==> src/rtl/lfsr_pattern_monitor_if.sv <==
// Connection bundle between the LFSR pattern monitor and its neighbour.
// The neighbour side holds the master modport. It drives the run request and
// the serial bit, and it samples the shift enable and the statistics.
// Optional macro LFSR_MON_HOLD_EN adds the hold request to the bundle.
interface lfsr_pattern_monitor_if #(
  parameter int PAT_W = 8,
  parameter int CNT_W = 17
);
  logic             start;
  logic             bit_in;
`ifdef LFSR_MON_HOLD_EN
  logic             hold;
`endif
  logic             sh_en;
  logic             busy;
  logic             done;
  logic             match_pulse;
  logic [CNT_W-1:0] match_count;
  logic [PAT_W-1:0] window;

`ifdef LFSR_MON_HOLD_EN
  modport master (output start, bit_in, hold,
                  input  sh_en, busy, done, match_pulse, match_count, window);
  modport slave  (input  start, bit_in, hold,
                  output sh_en, busy, done, match_pulse, match_count, window);
`else
  modport master (output start, bit_in,
                  input  sh_en, busy, done, match_pulse, match_count, window);
  modport slave  (input  start, bit_in,
                  output sh_en, busy, done, match_pulse, match_count, window);
`endif
endinterface

==> src/rtl/lfsr_pattern_monitor.sv <==
// LFSR pattern monitor.
// The monitor drives the LFSR shift enable for RUN_LEN cycles and shifts each
// serial bit into a sliding window. It counts window == PATTERN matches,
// including overlapping ones, into a saturating counter.
// Optional macro LFSR_MON_HOLD_EN adds a hold input. Hold pauses a run in
// place, and no bit is lost when the run resumes.
module lfsr_pattern_monitor #(
  parameter int               PAT_W   = 8,
  parameter logic [PAT_W-1:0] PATTERN = 8'b10110011,
  parameter int               RUN_LEN = 131071,
  parameter int               CNT_W   = 17
) (
  input  logic                  clk,
  input  logic                  rst_n,
  lfsr_pattern_monitor_if.slave mon
);

  // The shift counter is CNT_W wide. It is widened when CNT_W is too narrow
  // to hold RUN_LEN-1.
  localparam int                SH_W       = (CNT_W > $clog2(RUN_LEN)) ? CNT_W : $clog2(RUN_LEN);
  localparam int                FILL_W     = $clog2(PAT_W + 1);
  localparam logic [SH_W-1:0]   LAST_SHIFT = SH_W'(RUN_LEN - 1);
  localparam logic [FILL_W-1:0] FILL_FULL  = FILL_W'(PAT_W);
  localparam logic [FILL_W-1:0] FILL_ARM   = FILL_W'(PAT_W - 1);

  typedef enum logic [1:0] {IDLE, RUN, DONE} state_t;

  state_t            state;
  logic [SH_W-1:0]   shift_cnt;
  logic [FILL_W-1:0] fill_cnt;
  logic [PAT_W-1:0]  window_q;
  logic [CNT_W-1:0]  match_count_q;
  logic              busy_q;
  logic              done_q;
  logic              match_pulse_q;

  logic              hold_req;
  logic              shift;
  logic [PAT_W-1:0]  next_window;
  logic              is_match;

`ifdef LFSR_MON_HOLD_EN
  assign hold_req = mon.hold;
`else
  assign hold_req = 1'b0;
`endif

  // sh_en is combinational, so the LFSR advances on the same edge that
  // captures its current bit.
  assign shift       = (state == RUN) && !hold_req;
  assign next_window = {window_q[PAT_W-2:0], mon.bit_in};
  // A match is valid only when the bit entering now completes a full window.
  assign is_match    = (next_window == PATTERN) && (fill_cnt >= FILL_ARM);

  assign mon.sh_en       = shift;
  assign mon.busy        = busy_q;
  assign mon.done        = done_q;
  assign mon.match_pulse = match_pulse_q;
  assign mon.match_count = match_count_q;
  assign mon.window      = window_q;

  // Run control FSM together with the window, fill, shift and match registers.
  // NOTE: every register here uses <=, so all branches see the pre-edge
  // values. For example, the last-shift compare and the counter increment
  // read the same shift_cnt.
  always_ff @(posedge clk) begin
    if (rst_n) begin
      // rst_n is asserted high and takes effect only on the clock edge.
      state         <= IDLE;
      shift_cnt     <= '0;
      fill_cnt      <= '0;
      window_q      <= '0;
      match_count_q <= '0;
      busy_q        <= 1'b0;
      done_q        <= 1'b0;
      match_pulse_q <= 1'b0;
    end else begin
      case (state)
        IDLE: begin
          done_q        <= 1'b0;
          match_pulse_q <= 1'b0;
          if (mon.start) begin
            state         <= RUN;
            busy_q        <= 1'b1;
            shift_cnt     <= '0;
            fill_cnt      <= '0;
            window_q      <= '0;
            match_count_q <= '0;
          end
        end
        RUN: begin
          if (shift) begin
            window_q      <= next_window;
            match_pulse_q <= is_match;
            if (fill_cnt != FILL_FULL) fill_cnt <= fill_cnt + 1'b1;
            if (is_match && (match_count_q != '1)) match_count_q <= match_count_q + 1'b1;
            if (shift_cnt == LAST_SHIFT) begin
              state  <= DONE;
              busy_q <= 1'b0;
              done_q <= 1'b1;
            end else begin
              shift_cnt <= shift_cnt + 1'b1;
            end
          end else begin
            match_pulse_q <= 1'b0;
          end
        end
        DONE: begin
          state         <= IDLE;
          done_q        <= 1'b0;
          match_pulse_q <= 1'b0;
        end
        default: state <= IDLE;
      endcase
    end
  end

endmodule

==> src/flat_wrapper.sv <==
// flat-port wrapper written by rule: the top's interface ports become plain ports
module lfsr_pattern_monitor_flat 
#(
  parameter int               PAT_W   = 8,
  parameter logic [PAT_W-1:0] PATTERN = 8'b10110011,
  parameter int               RUN_LEN = 131071,
  parameter int               CNT_W   = 17
)
  (clk, rst_n, mon_start, mon_bit_in, mon_sh_en, mon_busy, mon_done, mon_match_pulse, mon_match_count, mon_window);
  lfsr_pattern_monitor_if #(.PAT_W(PAT_W), .CNT_W(CNT_W)) mon_i ();
  input  logic clk;
  input  logic rst_n;
  input wire logic [$bits(mon_i.start)-1:0] mon_start;
  input wire logic [$bits(mon_i.bit_in)-1:0] mon_bit_in;
  output wire logic [$bits(mon_i.sh_en)-1:0] mon_sh_en;
  output wire logic [$bits(mon_i.busy)-1:0] mon_busy;
  output wire logic [$bits(mon_i.done)-1:0] mon_done;
  output wire logic [$bits(mon_i.match_pulse)-1:0] mon_match_pulse;
  output wire logic [$bits(mon_i.match_count)-1:0] mon_match_count;
  output wire logic [$bits(mon_i.window)-1:0] mon_window;
  assign mon_i.start = mon_start;
  assign mon_i.bit_in = mon_bit_in;
  assign mon_sh_en = mon_i.sh_en;
  assign mon_busy = mon_i.busy;
  assign mon_done = mon_i.done;
  assign mon_match_pulse = mon_i.match_pulse;
  assign mon_match_count = mon_i.match_count;
  assign mon_window = mon_i.window;
  lfsr_pattern_monitor #(.PAT_W(PAT_W), .PATTERN(PATTERN), .RUN_LEN(RUN_LEN), .CNT_W(CNT_W)) u_core (.clk(clk), .rst_n(rst_n), .mon(mon_i));
endmodule
==> config.mk <==
export PLATFORM = sky130hd
export DESIGN_NAME = lfsr_pattern_monitor_flat
export DESIGN_NICKNAME = d
export VERILOG_FILES = /design/src/rtl/lfsr_pattern_monitor_if.sv /design/src/rtl/lfsr_pattern_monitor.sv /design/src/flat_wrapper.sv
export SDC_FILE = /design/constraint.sdc
export NUM_CORES = 1
export LEC_CHECK = 0
export BUFFER_PORTS_ARGS = -buffer_cell sky130_fd_sc_hd__buf_2
export CAP_MARGIN = 20
export CORE_ASPECT_RATIO = 2
export CORE_MARGIN = 5
export CORE_UTILIZATION = 60
export DETAILED_ROUTE_END_ITERATION = 8
export PLACE_DENSITY = 0.81
export SKIP_LAST_GASP = 1
export SYNTH_ARGS = -nofsm -noshare
export SYNTH_HDL_FRONTEND = slang
export SYNTH_SLANG_ARGS = --single-unit
==> constraint.sdc <==
create_clock -name clk -period 7.4 [get_ports clk]
set_input_delay 0.37 -clock clk [delete_from_list [all_inputs] [get_ports clk]]
set_output_delay 0.37 -clock clk [all_outputs]
set_load 0.01 [all_outputs]
[After elaboration in Yosys (flattened, before gate mapping)]
Index checks and enable logic that the tools add are counted.
Word-level totals
  bits in registers: 51
  bits in latches: 0
  RAM bits: 0
  ROM bits: 0
  input bits: 4
  output and inout bits: 29
  memories kept: 0
Cells by class
  add/subtract/negate cells: 3
  multipliers: 0
  divide/modulo/power cells: 0
  $lt $le $gt $ge: 1
  equality and inequality tests: 11
  shifts and indexed selects: 0
  muxes and demuxes: 19
  bitwise gates (word level): 0
  reductions and logical operators: 13
Operator list (number)
  one-hot mux 17 bit (2 select lines): 2
  2-to-1 mux 17 bit: 3
  adder 17 x 1 -> 17 bit, second input constant: 2
  equality test 17 bit, second input constant: 1
  inequality test 17 bit, second input constant: 1
  one-hot mux 8 bit (2 select lines): 1
  AND reduction 3 bit: 4
  equality test 8 bit, second input constant: 1
  2-to-1 mux 4 bit: 2
  2-to-1 mux 8 bit: 1
  one-hot mux 4 bit (2 select lines): 1
  inequality test 2 x 1 -> 1 bit, second input constant: 3
  one-hot mux 1 bit (2 select lines): 3
  AND reduction 2 bit: 3
  adder 4 x 1 -> 4 bit, second input constant: 1
  >= comparator 4 x 3 -> 1 bit, second input constant: 1
  2-to-1 mux 2 bit: 2
  inequality test 2 bit, second input constant: 2
  inequality test 4 bit, second input constant: 1
  one-hot mux 2 bit (2 select lines): 1
  nonzero test 2 bit: 2
  2-to-1 mux 1 bit: 3
  equality test 2 x 1 -> 1 bit, second input constant: 1
  equality test 2 bit, second input constant: 1
  3 further kinds: 4

[Longest topological paths before layout]
  depth in word-level cells: 5
  mapped depth: 12
  gate-level depth less buffers: 10

[Worst setup path before layout]
No wires, ideal clock.
  kind: reg-to-reg
  start: register u_core.match_count_q[0] (netlist: u_core.mon.match_count[0])
  end: register u_core.match_count_q[8] (netlist: u_core.mon.match_count[8])
  arrival: 2.376 ns
  path slack: 4.902 ns
  stages on the path, launching flop included: 13
  clock period less this slack: 2.498 ns
  cells stage by stage: dfxtp_1 -> ha_1 -> and2_1 -> clkbuf_1 -> and3_1 -> nand3_1 -> nor2_1 -> ha_1 -> nor3b_1 -> nand4_1 -> and2_1 -> clkbuf_1 -> o32a_1
Between the ends
  cells in the longest elaborated chain, start to end: 4
  elaborated cells on any way between the ends: 7
Ends and longest elaborated chain
  from (decl): line lfsr_pattern_monitor.sv:32  | logic [CNT_W-1:0] match_count_q;
  from (signal assigned): line lfsr_pattern_monitor.sv:96  | if (is_match && (match_count_q != '1)) match_count_q <= match_count_q + 1'b1;
  parallel branches: the longest is 4 deep, another holds adder 17 x 1 -> 17 bit
Parallel ways; which one is timed is not known. The select of a mux whose other input is x is not followed.
A chain may end at the register's enable or synchronous reset.

[Worst setup path in the final report]
Ends and elaborated chain as after synthesis.

==> out/results.ini <==
[timing]
fin_skew_ns = 0.00596
whs_ns = 0.321
fin_crit_ns = 3.31
slew-limit-headroom = 0.330
fin_crit_sh = 0.447
max_freq_ghz = 0.302
tns_ns = 0
tightest_slew_ns = 0.997
hold_viol = 0
drv_slew = 0
rsz0062_at_grt = false
setup_violations = 0

[logic_synthesis]
synth_top_flop_cell = dfxtp_1
ys_warn_count = 0
ys_ff_latch = 51
yosys.area.top_type_share = 0.393
synth.top_cells.by_area = dfxtp_1 (39%), a21oi_1 (5.4%), nand3_1 (5.2%), nand2_1 (3.8%), nand4_1 (3.6%)
syn_area_um2 = 2600
ys_async_sr_fraction = 0
synth_common_cells = dfxtp_1 (51), a21oi_1 (28), nand3_1 (27)
synth_edf_count = 0
synth_top_area_cell = dfxtp_1
syn_area_per_cell_um2 = 8.39
synth_most_common_cell = dfxtp_1
postSynthCellCount = 310
synth_nets = 320
synth_cell_type_count = 53
ys_seq_area_frac = 0.393

[drt]
via_per_inst = 6.50
vias = 2471
drc = 0
ant_nets = 0
drt_pass1_iterations = 5
drt_wl_total_um = 6500
detailedRoute.firstIterationViolations = 55
routedWlPerCell_um = 17.1

[setup_path]
critPathBufInv = 0
reg2regPathDepth = 10
worstPathCellList = ha_1 > and2_1 > and3_1 > nand3_1 > nor2_1 > ha_1 > nor3b_1 > nand4_1 > and2_1 > o32a_1
start_kind = register
r2r-end = u_core.mon.match_count[8]
required_ns = 7.60
r2r-start = u_core.mon.match_count[0]
cp.arrival_ns = 3.51
r2r_slack_ns = 4.09
worst_setup_path_end_kind = register
cp_slowest_cell = nand4_1
crit_fanout = 24
cp_top_family = simple AND/OR/NAND/NOR gates
path_class = reg2reg
critical_path.max_stage_delay_ns = 0.71

[final_layout]
drive_gt1_frac = 0.144
seq_area_um2 = 1020
fin_nets = 337
final_util = 0.653
multi_input_area_um2 = 1450
num_antenna_cells = 0
nFillCells = 387
area_delta_synth_final_pct = 7.99

[clock_network]
holdBufCountCts = 0
clock_latency_ns = 0.30
h-tree-depth = 2
cts_root_buf = clkbuf_8
cts_buffer_depth = 2
clk_pin_slew_worst_paths_ns = 0.09
cts_setup_buffers = 0
cts_sinks = 51
cts_made_buffers = 5
cts_tree = built
postCtsResizedCells = 0

[global_routing]
track_usage = 0.232
first_global_vias = 2319
grt_pass1_wl_um = 10600
grt_max_degree = 38
grt_overflow_total = 0
antenna_found_initial = 0

[power_and_ir_drop]
vdd_ir_drop_max_mv = 0.151
p_leak_nw = 1.08
power_mw = 0.467
powerDensity_nw_per_um2 = 166

[hold_path]
holdPathEnd = u_core.mon.window[0]
hp-class = in2reg
holdPathStages = 3
hold_path_startpoint = mon_bit_in

[floorplan]
rows = 34
core_area_um2 = 4300
initial_core_util = 0.605
die_w_um = 56.5
die_area_um2 = 5830
fp.dieH_um = 103
io-pin-count = 33

[placed_design]
dpl.hpwl_um = 4610
globalplace.congestion = 0.891
io_buffers = 32

[status]
status = finished clean

[job]
drv_cap = 0

layout make-up:
cell class	count	area share
Sequential cell	51	0.364
Timing Repair Buffer	32	0.0570
Multi-Input combinational cell	228	0.516
Tap cell	54	0.0241
Clock inverter	1	0.00267
Clock buffer	5	0.0245
Inverter	9	0.0120
flip-flops by register name (all words and copies together) (netlist names):
register,count
u_core.mon.match_count,17
u_core.shift_cnt,17
u_core.mon.window,8
u_core.fill_cnt,4
u_core.state,2
u_core.mon.busy,1
u_core.mon.done,1
u_core.mon.match_pulse,1
where the power goes:
part | switching, mW | internal (mW)
clock | 0.0879 | 0.0630
sequential | 0.00282 | 0.277
combinational | 0.0275 | 0.00897
total | 0.118 | 0.349
how the worst max path moves through the flow:
stage                                end  depth (start not counted)                      start
2_1_floorplan  u_core.mon.match_count[8]                         12  u_core.mon.match_count[0]
3_3_place_gp   u_core.mon.match_count[8]                         10  u_core.mon.match_count[0]
3_5_place_dp   u_core.mon.match_count[8]                         10  u_core.mon.match_count[0]
4_1_cts        u_core.mon.match_count[8]                         10  u_core.mon.match_count[0]
5_1_grt        u_core.mon.match_count[8]                         10  u_core.mon.match_count[0]
6_report       u_core.mon.match_count[8]                         10  u_core.mon.match_count[0]
per-layer routing:
metal  track usage  vias to the layer above  share of wire  routed length (um)
met5             0                        -              0                   0
met4         0.132                        0          0.037                 243
met3        0.0451                       19          0.042                 272
met2         0.436                       70           0.55                3570
met1         0.234                     1172           0.37                2420
li1              -                     1210              -                   -
cell usage in the layout (no fill, tap or decap), types with 2 or more instances in the layout:
master and count:
dfxtp_1 51, buf_2 32, a21oi_1 28, nand3_1 27, nand2_1 26, nor2_1 15
nand4_1 15, a31oi_1 13, o211ai_1 9, inv_1 8, or4_1 8, o22a_1 8
ha_1 6, and4_1 5, clkbuf_8 5, and2_1 4, nor3_1 4, or3_1 4
o21ai_1 4, and3_1 3, nor3b_1 3, mux2i_1 3, a211oi_1 3, o21ai_0 3
nand2b_1 2, or2_2 2, a21o_1 2, or3b_2 2, o31ai_1 2, o21a_1 2
o2111ai_1 2, a2111o_1 2, nor4_1 2, a311oi_1 2, xor2_1 2
tightest hold or removal path: stages:
cell and delay, ns:
buf_2 0.11, nand2_1 0.05, a21oi_1 0.05
cells by family after synthesis:
family,Yosys count,share of synthesized area
simple gates,128,0.280
compound gates,88,0.227
flops,51,0.393
buf+inv,31,0.0500
fa+ha+maj,6,0.0289
xor+xnor,3,0.0101
mux,3,0.0116
through the flow:
step / worst slack, ns / instances / instance area (um2)
6_report: 4.09 / 380 / 2810
5_1_grt: 3.85 / 380 / 2810
4_1_cts: 4.12 / 380 / 2810
3_5_place_dp: 4.14 / 374 / 2730
3_3_place_gp: 4.25 / 374 / 2730
2_1_floorplan: 4.90 / 310 / 2600
Note: power is estimated with default switching activity, not from simulation.
